`config.mk`:
```
export PLATFORM = sky130hd
export DESIGN_NAME = px_route_arbiter_flat
export DESIGN_NICKNAME = d
export VERILOG_FILES = /design/src/rtl/px_route_arbiter_pkg.sv /design/src/rtl/px_route_arbiter_if.sv /design/src/rtl/px_arb_drain_timer.sv /design/src/rtl/px_route_arbiter.sv /design/src/flat_wrapper.sv
export SDC_FILE = /design/constraint.sdc
export NUM_CORES = 1
export LEC_CHECK = 0
export CAP_MARGIN = 20
export CORE_MARGIN = 3
export CORE_UTILIZATION = 50
export DETAILED_ROUTE_END_ITERATION = 12
export PLACE_DENSITY_LB_ADDON = 0.1
export SLEW_MARGIN = 5
export SYNTH_ARGS = -nofsm -noshare
export SYNTH_HDL_FRONTEND = slang
export SYNTH_SLANG_ARGS = --single-unit
```
`constraint.sdc`:
```
create_clock -name clk_i -period 4.1 [get_ports clk_i]
set_clock_uncertainty 0.2 [all_clocks]
set_input_delay 1.025 -clock clk_i [delete_from_list [all_inputs] [get_ports clk_i]]
set_output_delay 1.025 -clock clk_i [all_outputs]
set_load 0.05 [all_outputs]
```
`src/rtl/px_route_arbiter_pkg.sv`:
```
// Shared types and constants for the SPI pixel-channel arbiter.
// The FSM state encoding lives here so the top and any observers agree on it.
package px_route_arbiter_pkg;

    localparam int MAX_PIXEL_BITS   = 24;
    localparam int DEF_DRAIN_CYCLES = 32;

    typedef enum logic [1:0] {S_GS, S_LFSR, S_DRAIN, S_SWITCH} arb_state_t;

    function automatic logic is_busy(input arb_state_t s);
        return (s == S_DRAIN) || (s == S_SWITCH);
    endfunction

    function automatic arb_state_t run_state(input logic lfsr_mode);
        return lfsr_mode ? S_LFSR : S_GS;
    endfunction

endpackage

```
`src/rtl/px_route_arbiter_if.sv`:
```
// Bundle of SPI, GS and LFSR handshake signals around the pixel-channel arbiter.
// The master modport is the arbiter's view; slave is the surrounding logic.
interface px_route_arbiter_if
    import px_route_arbiter_pkg::*;
    ();

    logic                      mode_lfsr_i;
    logic                      spi_px_rdy_i;
    logic [MAX_PIXEL_BITS-1:0] spi_px_i;
    logic                      spi_px_rdy_o;
    logic [MAX_PIXEL_BITS-1:0] spi_px_o;
    logic                      gs_px_rdy_o;
    logic [MAX_PIXEL_BITS-1:0] gs_px_o;
    logic                      gs_px_rdy_i;
    logic [MAX_PIXEL_BITS-1:0] gs_px_i;
    logic                      lfsr_rdy_o;
    logic [MAX_PIXEL_BITS-1:0] lfsr_data_o;
    logic                      lfsr_done_i;
    logic [MAX_PIXEL_BITS-1:0] lfsr_data_i;
    logic                      mode_lfsr_o;
    logic                      busy_o;
    logic                      overflow_o;
    logic                      ovf_clr_i;

    modport master (
        input  mode_lfsr_i, spi_px_rdy_i, spi_px_i, gs_px_rdy_i, gs_px_i,
               lfsr_done_i, lfsr_data_i, ovf_clr_i,
        output spi_px_rdy_o, spi_px_o, gs_px_rdy_o, gs_px_o, lfsr_rdy_o,
               lfsr_data_o, mode_lfsr_o, busy_o, overflow_o
    );

    modport slave (
        output mode_lfsr_i, spi_px_rdy_i, spi_px_i, gs_px_rdy_i, gs_px_i,
               lfsr_done_i, lfsr_data_i, ovf_clr_i,
        input  spi_px_rdy_o, spi_px_o, gs_px_rdy_o, gs_px_o, lfsr_rdy_o,
               lfsr_data_o, mode_lfsr_o, busy_o, overflow_o
    );

endinterface

```
`src/rtl/px_arb_drain_timer.sv`:
```
// Counts consecutive quiet cycles on the consumer being drained.
// Held at zero outside the drain window; saturates at DRAIN_CYCLES-1.
module px_arb_drain_timer #(
    parameter int DRAIN_CYCLES = 32
) (
    input  logic clk_i,
    input  logic nreset_i,
    input  logic restart,
    input  logic activity,
    output logic expired
);

    localparam int CW = (DRAIN_CYCLES > 2) ? $clog2(DRAIN_CYCLES) : 1;
    localparam logic [CW-1:0] LAST = CW'(DRAIN_CYCLES - 1);

    logic [CW-1:0] count_reg;

    always_ff @(posedge clk_i or negedge nreset_i) begin
        if (!nreset_i) begin
            count_reg <= '0;
        end else if (restart || activity) begin
            count_reg <= '0;
        end else if (count_reg != LAST) begin
            count_reg <= count_reg + 1'b1;
        end
    end

    assign expired = (count_reg == LAST);

endmodule

```
`src/rtl/px_route_arbiter.sv`:
```
// Routes SPI pixel words to either the GS pipeline or the LFSR config port and
// returns results; a mode change waits for the old consumer to go quiet first.
module px_route_arbiter
    import px_route_arbiter_pkg::*;
#(
    parameter int DRAIN_CYCLES = DEF_DRAIN_CYCLES
) (
    input  logic              clk_i,
    input  logic              nreset_i,
    px_route_arbiter_if.master bus
);

    localparam int W = MAX_PIXEL_BITS;

    arb_state_t     state_reg, state_next;
    logic           mode_reg, mode_next;
    logic           hold_valid_reg, hold_valid_next;
    logic [W-1:0]   hold_data_reg, hold_data_next;
    logic           disp_valid, disp_lfsr, ovf_set;
    logic [W-1:0]   disp_data;
    logic           ret_valid, drain_expired;
    logic [W-1:0]   ret_data;

    logic           spi_rdy_reg, gs_rdy_reg, lfsr_rdy_reg, ovf_reg;
    logic [W-1:0]   spi_px_reg, gs_px_reg, lfsr_data_reg;

    // Results follow the applied mode, so the old consumer still returns while draining.
    assign ret_valid = mode_reg ? bus.lfsr_done_i : bus.gs_px_rdy_i;
    assign ret_data  = mode_reg ? bus.lfsr_data_i : bus.gs_px_i;

    px_arb_drain_timer #(.DRAIN_CYCLES(DRAIN_CYCLES)) u_drain_timer (
        .clk_i    (clk_i),
        .nreset_i (nreset_i),
        .restart  (state_reg != S_DRAIN),
        .activity (ret_valid),
        .expired  (drain_expired)
    );

    always_ff @(posedge clk_i or negedge nreset_i) begin
        if (!nreset_i) state_reg <= S_GS;
        else           state_reg <= state_next;
    end

    always_comb begin
        state_next      = state_reg;
        mode_next       = mode_reg;
        hold_valid_next = hold_valid_reg;
        hold_data_next  = hold_data_reg;
        disp_valid      = 1'b0;
        disp_data       = hold_data_reg;
        disp_lfsr       = mode_reg;
        ovf_set         = 1'b0;

        if (state_reg == S_DRAIN) begin
            if (bus.spi_px_rdy_i) begin
                if (hold_valid_reg) begin
                    ovf_set = 1'b1;
                end else begin
                    hold_valid_next = 1'b1;
                    hold_data_next  = bus.spi_px_i;
                end
            end
        end else begin
            // Held word wins; a fresh word in the same cycle takes its place in hold.
            if (hold_valid_reg) begin
                disp_valid = 1'b1;
                if (bus.spi_px_rdy_i) hold_data_next  = bus.spi_px_i;
                else                  hold_valid_next = 1'b0;
            end else if (bus.spi_px_rdy_i) begin
                disp_valid = 1'b1;
                disp_data  = bus.spi_px_i;
            end
        end

        case (state_reg)
            S_GS, S_LFSR: begin
                if (bus.mode_lfsr_i != mode_reg) state_next = S_DRAIN;
            end
            S_DRAIN: begin
                if (bus.mode_lfsr_i == mode_reg) state_next = run_state(mode_reg);
                else if (drain_expired)          state_next = S_SWITCH;
            end
            S_SWITCH: begin
                mode_next  = ~mode_reg;
                disp_lfsr  = ~mode_reg;
                state_next = run_state(~mode_reg);
            end
            default: state_next = S_GS;
        endcase
    end

    always_ff @(posedge clk_i or negedge nreset_i) begin
        if (!nreset_i) begin
            mode_reg       <= 1'b0;
            hold_valid_reg <= 1'b0;
            hold_data_reg  <= '0;
            spi_rdy_reg    <= 1'b0;
            spi_px_reg     <= '0;
            gs_rdy_reg     <= 1'b0;
            gs_px_reg      <= '0;
            lfsr_rdy_reg   <= 1'b0;
            lfsr_data_reg  <= '0;
            ovf_reg        <= 1'b0;
        end else begin
            mode_reg       <= mode_next;
            hold_valid_reg <= hold_valid_next;
            hold_data_reg  <= hold_data_next;
            spi_rdy_reg    <= ret_valid;
            if (ret_valid) spi_px_reg <= ret_data;
            gs_rdy_reg     <= disp_valid && !disp_lfsr;
            if (disp_valid && !disp_lfsr) gs_px_reg <= disp_data;
            lfsr_rdy_reg   <= disp_valid && disp_lfsr;
            if (disp_valid && disp_lfsr) lfsr_data_reg <= disp_data;
            if (ovf_set)            ovf_reg <= 1'b1;
            else if (bus.ovf_clr_i) ovf_reg <= 1'b0;
        end
    end

    assign bus.spi_px_rdy_o = spi_rdy_reg;
    assign bus.spi_px_o     = spi_px_reg;
    assign bus.gs_px_rdy_o  = gs_rdy_reg;
    assign bus.gs_px_o      = gs_px_reg;
    assign bus.lfsr_rdy_o   = lfsr_rdy_reg;
    assign bus.lfsr_data_o  = lfsr_data_reg;
    assign bus.mode_lfsr_o  = mode_reg;
    assign bus.busy_o       = is_busy(state_reg);
    assign bus.overflow_o   = ovf_reg;

endmodule
```
`src/flat_wrapper.sv`:
```
// flat-port wrapper written by rule: the top's interface ports become plain ports
module px_route_arbiter_flat import px_route_arbiter_pkg::*;
#(
    parameter int DRAIN_CYCLES = DEF_DRAIN_CYCLES
)
  (clk_i, nreset_i, bus_mode_lfsr_i, bus_spi_px_rdy_i, bus_spi_px_i, bus_gs_px_rdy_i, bus_gs_px_i, bus_lfsr_done_i, bus_lfsr_data_i, bus_ovf_clr_i, bus_spi_px_rdy_o, bus_spi_px_o, bus_gs_px_rdy_o, bus_gs_px_o, bus_lfsr_rdy_o, bus_lfsr_data_o, bus_mode_lfsr_o, bus_busy_o, bus_overflow_o);
  px_route_arbiter_if bus_i ();
  input  logic clk_i;
  input  logic nreset_i;
  input wire logic [$bits(bus_i.mode_lfsr_i)-1:0] bus_mode_lfsr_i;
  input wire logic [$bits(bus_i.spi_px_rdy_i)-1:0] bus_spi_px_rdy_i;
  input wire logic [$bits(bus_i.spi_px_i)-1:0] bus_spi_px_i;
  input wire logic [$bits(bus_i.gs_px_rdy_i)-1:0] bus_gs_px_rdy_i;
  input wire logic [$bits(bus_i.gs_px_i)-1:0] bus_gs_px_i;
  input wire logic [$bits(bus_i.lfsr_done_i)-1:0] bus_lfsr_done_i;
  input wire logic [$bits(bus_i.lfsr_data_i)-1:0] bus_lfsr_data_i;
  input wire logic [$bits(bus_i.ovf_clr_i)-1:0] bus_ovf_clr_i;
  output wire logic [$bits(bus_i.spi_px_rdy_o)-1:0] bus_spi_px_rdy_o;
  output wire logic [$bits(bus_i.spi_px_o)-1:0] bus_spi_px_o;
  output wire logic [$bits(bus_i.gs_px_rdy_o)-1:0] bus_gs_px_rdy_o;
  output wire logic [$bits(bus_i.gs_px_o)-1:0] bus_gs_px_o;
  output wire logic [$bits(bus_i.lfsr_rdy_o)-1:0] bus_lfsr_rdy_o;
  output wire logic [$bits(bus_i.lfsr_data_o)-1:0] bus_lfsr_data_o;
  output wire logic [$bits(bus_i.mode_lfsr_o)-1:0] bus_mode_lfsr_o;
  output wire logic [$bits(bus_i.busy_o)-1:0] bus_busy_o;
  output wire logic [$bits(bus_i.overflow_o)-1:0] bus_overflow_o;
  assign bus_i.mode_lfsr_i = bus_mode_lfsr_i;
  assign bus_i.spi_px_rdy_i = bus_spi_px_rdy_i;
  assign bus_i.spi_px_i = bus_spi_px_i;
  assign bus_i.gs_px_rdy_i = bus_gs_px_rdy_i;
  assign bus_i.gs_px_i = bus_gs_px_i;
  assign bus_i.lfsr_done_i = bus_lfsr_done_i;
  assign bus_i.lfsr_data_i = bus_lfsr_data_i;
  assign bus_i.ovf_clr_i = bus_ovf_clr_i;
  assign bus_spi_px_rdy_o = bus_i.spi_px_rdy_o;
  assign bus_spi_px_o = bus_i.spi_px_o;
  assign bus_gs_px_rdy_o = bus_i.gs_px_rdy_o;
  assign bus_gs_px_o = bus_i.gs_px_o;
  assign bus_lfsr_rdy_o = bus_i.lfsr_rdy_o;
  assign bus_lfsr_data_o = bus_i.lfsr_data_o;
  assign bus_mode_lfsr_o = bus_i.mode_lfsr_o;
  assign bus_busy_o = bus_i.busy_o;
  assign bus_overflow_o = bus_i.overflow_o;
  px_route_arbiter #(.DRAIN_CYCLES(DRAIN_CYCLES)) u_core (.clk_i(clk_i), .nreset_i(nreset_i), .bus(bus_i));
endmodule
```
==> impl.org <==
** Synth
- Most numerous cell types in the synthesized netlist :: 109 x dfrtp_1, 50 x nand3_1, 44 x o221a_2
- Synth Area per Inst :: 12.32 sq um
- Post-synth ARST share :: 100.0%
- Flip-flop and latch count after synthesis :: 109
- The largest total area in the synthesized netlist belongs to dfrtp_1.
- After synthesis, the netlist uses 35 different library cells.
- After synthesis, the largest area contributor takes up 54.13% of total cell area.
- Fraction of the yosys area taken by sequential cells :: 54.13%
- Sorting the synthesized cells by area gives the leading types as dfrtp_1 54%, o221a_2 9.8%, mux2_4 6.0%.
- After synthesis the cells add up to 5039 sq um.
- Synthesis warning total :: 0
- By instance count, the leading cell after synthesis is dfrtp_1.
- Synthesis produced 409 cells.
- Count of flip-flops with a built-in enable after synthesis :: 0
- When the netlist entered floorplanning its net count stood at 492.
- Commonest register cell after synthesis :: dfrtp_1

** Route
- In the routed layout, each cell is associated on average with a via count of 5.731.
- The first routing iteration left 208 violations.
- Wires add up to 13020 um.
- Drc violations :: 0
- The first TritonRoute pass finished after 5 iterations.
- In the final routed layout, each cell accounts on average for 18.85 um.
- Post-route antenna net violation count :: 0
- Vias :: 3960

** Global routing
- Grt peak-use layer :: met2
- Global routing finished with a remaining overflow of 0.
- Global routing consumed, on the met3 layer, 4.857% of the routing resources.
- First-pass GRT wire length :: 21450 um
- Met1 Use GR :: 31.15%
- Entering global routing, the biggest net connects 87 pins.
- The initial antenna violation count was 0.
- Number of global-route vias before repair :: 4129
- Across every metal layer, demand over resource in global routing totals 23.96%.
- Global Route met2 Usage :: 39.50%

** Final layout
- From synthesis to final layout, the design area changed by 37.20%.
- Number of diodes added for antenna fixing :: 0
- Post-Layout Cell Count :: 691
- Number of nets at the end of the flow :: 636
- The sequential cells in the finished layout cover a total of 2728 sq um.
- In the final layout, the share of cells above drive strength 1 is 19.00%.
- With fillers left out, the area of the finished cells amounts to 6913 sq um.
- In the final layout, the multi-input gates occupy 2088 sq um.
- Fillers :: 735

** Floorplanning
- Starting Density :: 51.55%
- The die covers 11320 sq um.
- The die is 106.4 um wide.
- Die Y-Extent :: 106.4 um
- Top-level I/O count :: 157
- The core region is 9774 sq um.
- The initialized floorplan defines 36 standard-cell rows.

** Timing
- The worst pin sits at a relative slew slack of 24.42%.
- # setup viols final :: 0
- Number of slew-limit violations in the final report :: 0
- Final worst-path cycle share :: 80.23%
- Achievable frequency :: 304.0 MHz
- After layout, the worst setup slack is 810.7 ps.
- The number of hold-slack violations in the final timing report was 0.
- The smallest clock period supported by the final layout is computed as 3289 ps.
- Setup total negative slack on the finished layout was measured at 0 ps.
- RSZ-0062 raised after global routing :: no
- Worst Tran Pin Value :: 1130 ps

** Clock tree
- Clock root cell :: clkbuf_8
- Gates resized during post-CTS repair numbered 0.
- Worst skew pair latency :: 360 ps
- Number of buffers on the longest clock path :: 2
- TritonCTS built the clock tree.
- Hold repair after CTS inserted 0 buffers.
- Sink count of the clock tree :: 109
- The number of clock buffers added by TritonCTS is 9.
- Clock-pin slew was measured on the worst setup and hold paths at 100 ps.
- In this run the number of H-tree levels came out at 3.
- Post-CTS setup buffers :: 0

** Power and ir drop
- Power density over cell area :: 975.8 nW/um^2
- The analysis attributes to cell leakage a power of 2.809 nW.
- IR drop worst, VDD :: 0.5863 mV

** Critical path
- Of all nets on the critical path, the largest fanout is 28.
- By startpoint and endpoint, the worst setup path is classified as flip-flop to flip-flop.
- WP data required :: 4160 ps
- Data on the critical path arrives at its endpoint at 3350 ps.
- Type of element capturing the critical path :: flip-flop
- Startpoint kind of the worst setup timing path :: flip-flop
- Setup slack, reg-to-reg :: 810 ps

** Placement
- Instance area at placement :: 6650 sq um
- Detailed placement HPWL :: 9129 um
- GP Congestion :: 0.7772
- Including well taps, the total number of placed cells is 673.
- The count of buffers added on input and output ports is 156.
- Worst-case setup slack after placement :: 597.9 ps

** Run
- Reported max-cap violation count :: 0

** Hold path
- Worst hold path type :: flip-flop to flip-flop

** Status
- The run finished with clean final reports.
==> kinds of logic after synthesis <==
family	after synthesis	share of synthesized area [%]
buffers and inverters	42	4.718
AND/OR/NAND/NOR	120	13.31
AO/OA/AOI/OAI	80	14.11
XOR/XNOR	3	0.5216
flip-flops	109	54.13
adder cells (fa/ha/maj)	4	0.9933
multiplexers	51	12.22
==> per-layer routing <==
layer | routed length (um) | vias up
met2 | 6341 | 167
met3 | 958 | 22
li1 | - | 1811
met4 | 233 | 0
met1 | 5491 | 1960
met5 | 0 | -
==> layout by cell type, fill, tap and decap left out, types with 3 or more instances in the layout <==
cell / instances
inv_1: 5
dfrtp_1: 109
clkbuf_8: 10
o221a_2: 44
ha_1: 4
nor2_1: 7
nor3b_1: 24
nand2_1: 26
mux2_2: 4
o21ai_0: 27
mux2i_1: 26
mux2_4: 20
clkinv_4: 3
clkdlybuf4s50_1: 155
nand3_1: 50
buf_4: 13
==> critical path, stage by stage, from the launching register on <==
cell and delay [ps]:
dfrtp_1 720, inv_1 150, ha_1 330, buf_4 330, nand3_1 880, o221a_2 570
==> report_power, final <==
group / total [mW] / internal, mW / switching (mW)
Clock: 0.673 / 0.304 / 0.369
Combinational: 4.07 / 1.62 / 2.45
Sequential: 2.00 / 1.60 / 0.401
==> stage by stage <==
| step | hold WS (ps) | power, mW | utilization [%] |
|---|---|---|---|
| global placement | 264.0 | 5.983 | 68.04 |
| detailed placement | 269.4 | 6.061 | 68.04 |
| CTS | 292.5 | 6.739 | 70.16 |
| global route | 320.4 | 7.094 | 70.72 |
| finish | 287.1 | 6.745 | 70.72 |
| floorplan | 295.9 | 4.833 | - |
==> cell type report <==
type / instances / area share (%)
clock buffers: 10 / 1.991
clock inverters: 6 / 1.014
inverters: 5 / 0.2715
multi-input cells: 258 / 30.21
flip-flops and latches: 109 / 39.46
well taps: 133 / 2.407
repair buffers: 170 / 24.65
==> worst paths after layout <==
check	startpoint	to	cells after the start
hold / removal	u_core.bus.spi_px_o[18]$_DFFE_PN0P_	u_core.bus.spi_px_o[18]$_DFFE_PN0P_	2
hold reg to reg	u_core.bus.spi_px_o[18]$_DFFE_PN0P_	u_core.bus.spi_px_o[18]$_DFFE_PN0P_	2
setup / recovery	u_core.bus.mode_lfsr_o$_DFF_PN0_	u_core.bus.gs_px_o[20]$_DFFE_PN0P_	5
min in group asynchronous	nreset_i	u_core.bus.spi_px_o[10]$_DFFE_PN0P_	1
max in group asynchronous	nreset_i	u_core.bus.gs_px_o[13]$_DFFE_PN0P_	3
setup reg to reg	u_core.bus.mode_lfsr_o$_DFF_PN0_	u_core.bus.gs_px_o[20]$_DFFE_PN0P_	5
Note: power is estimated with default switching activity, not from simulation.
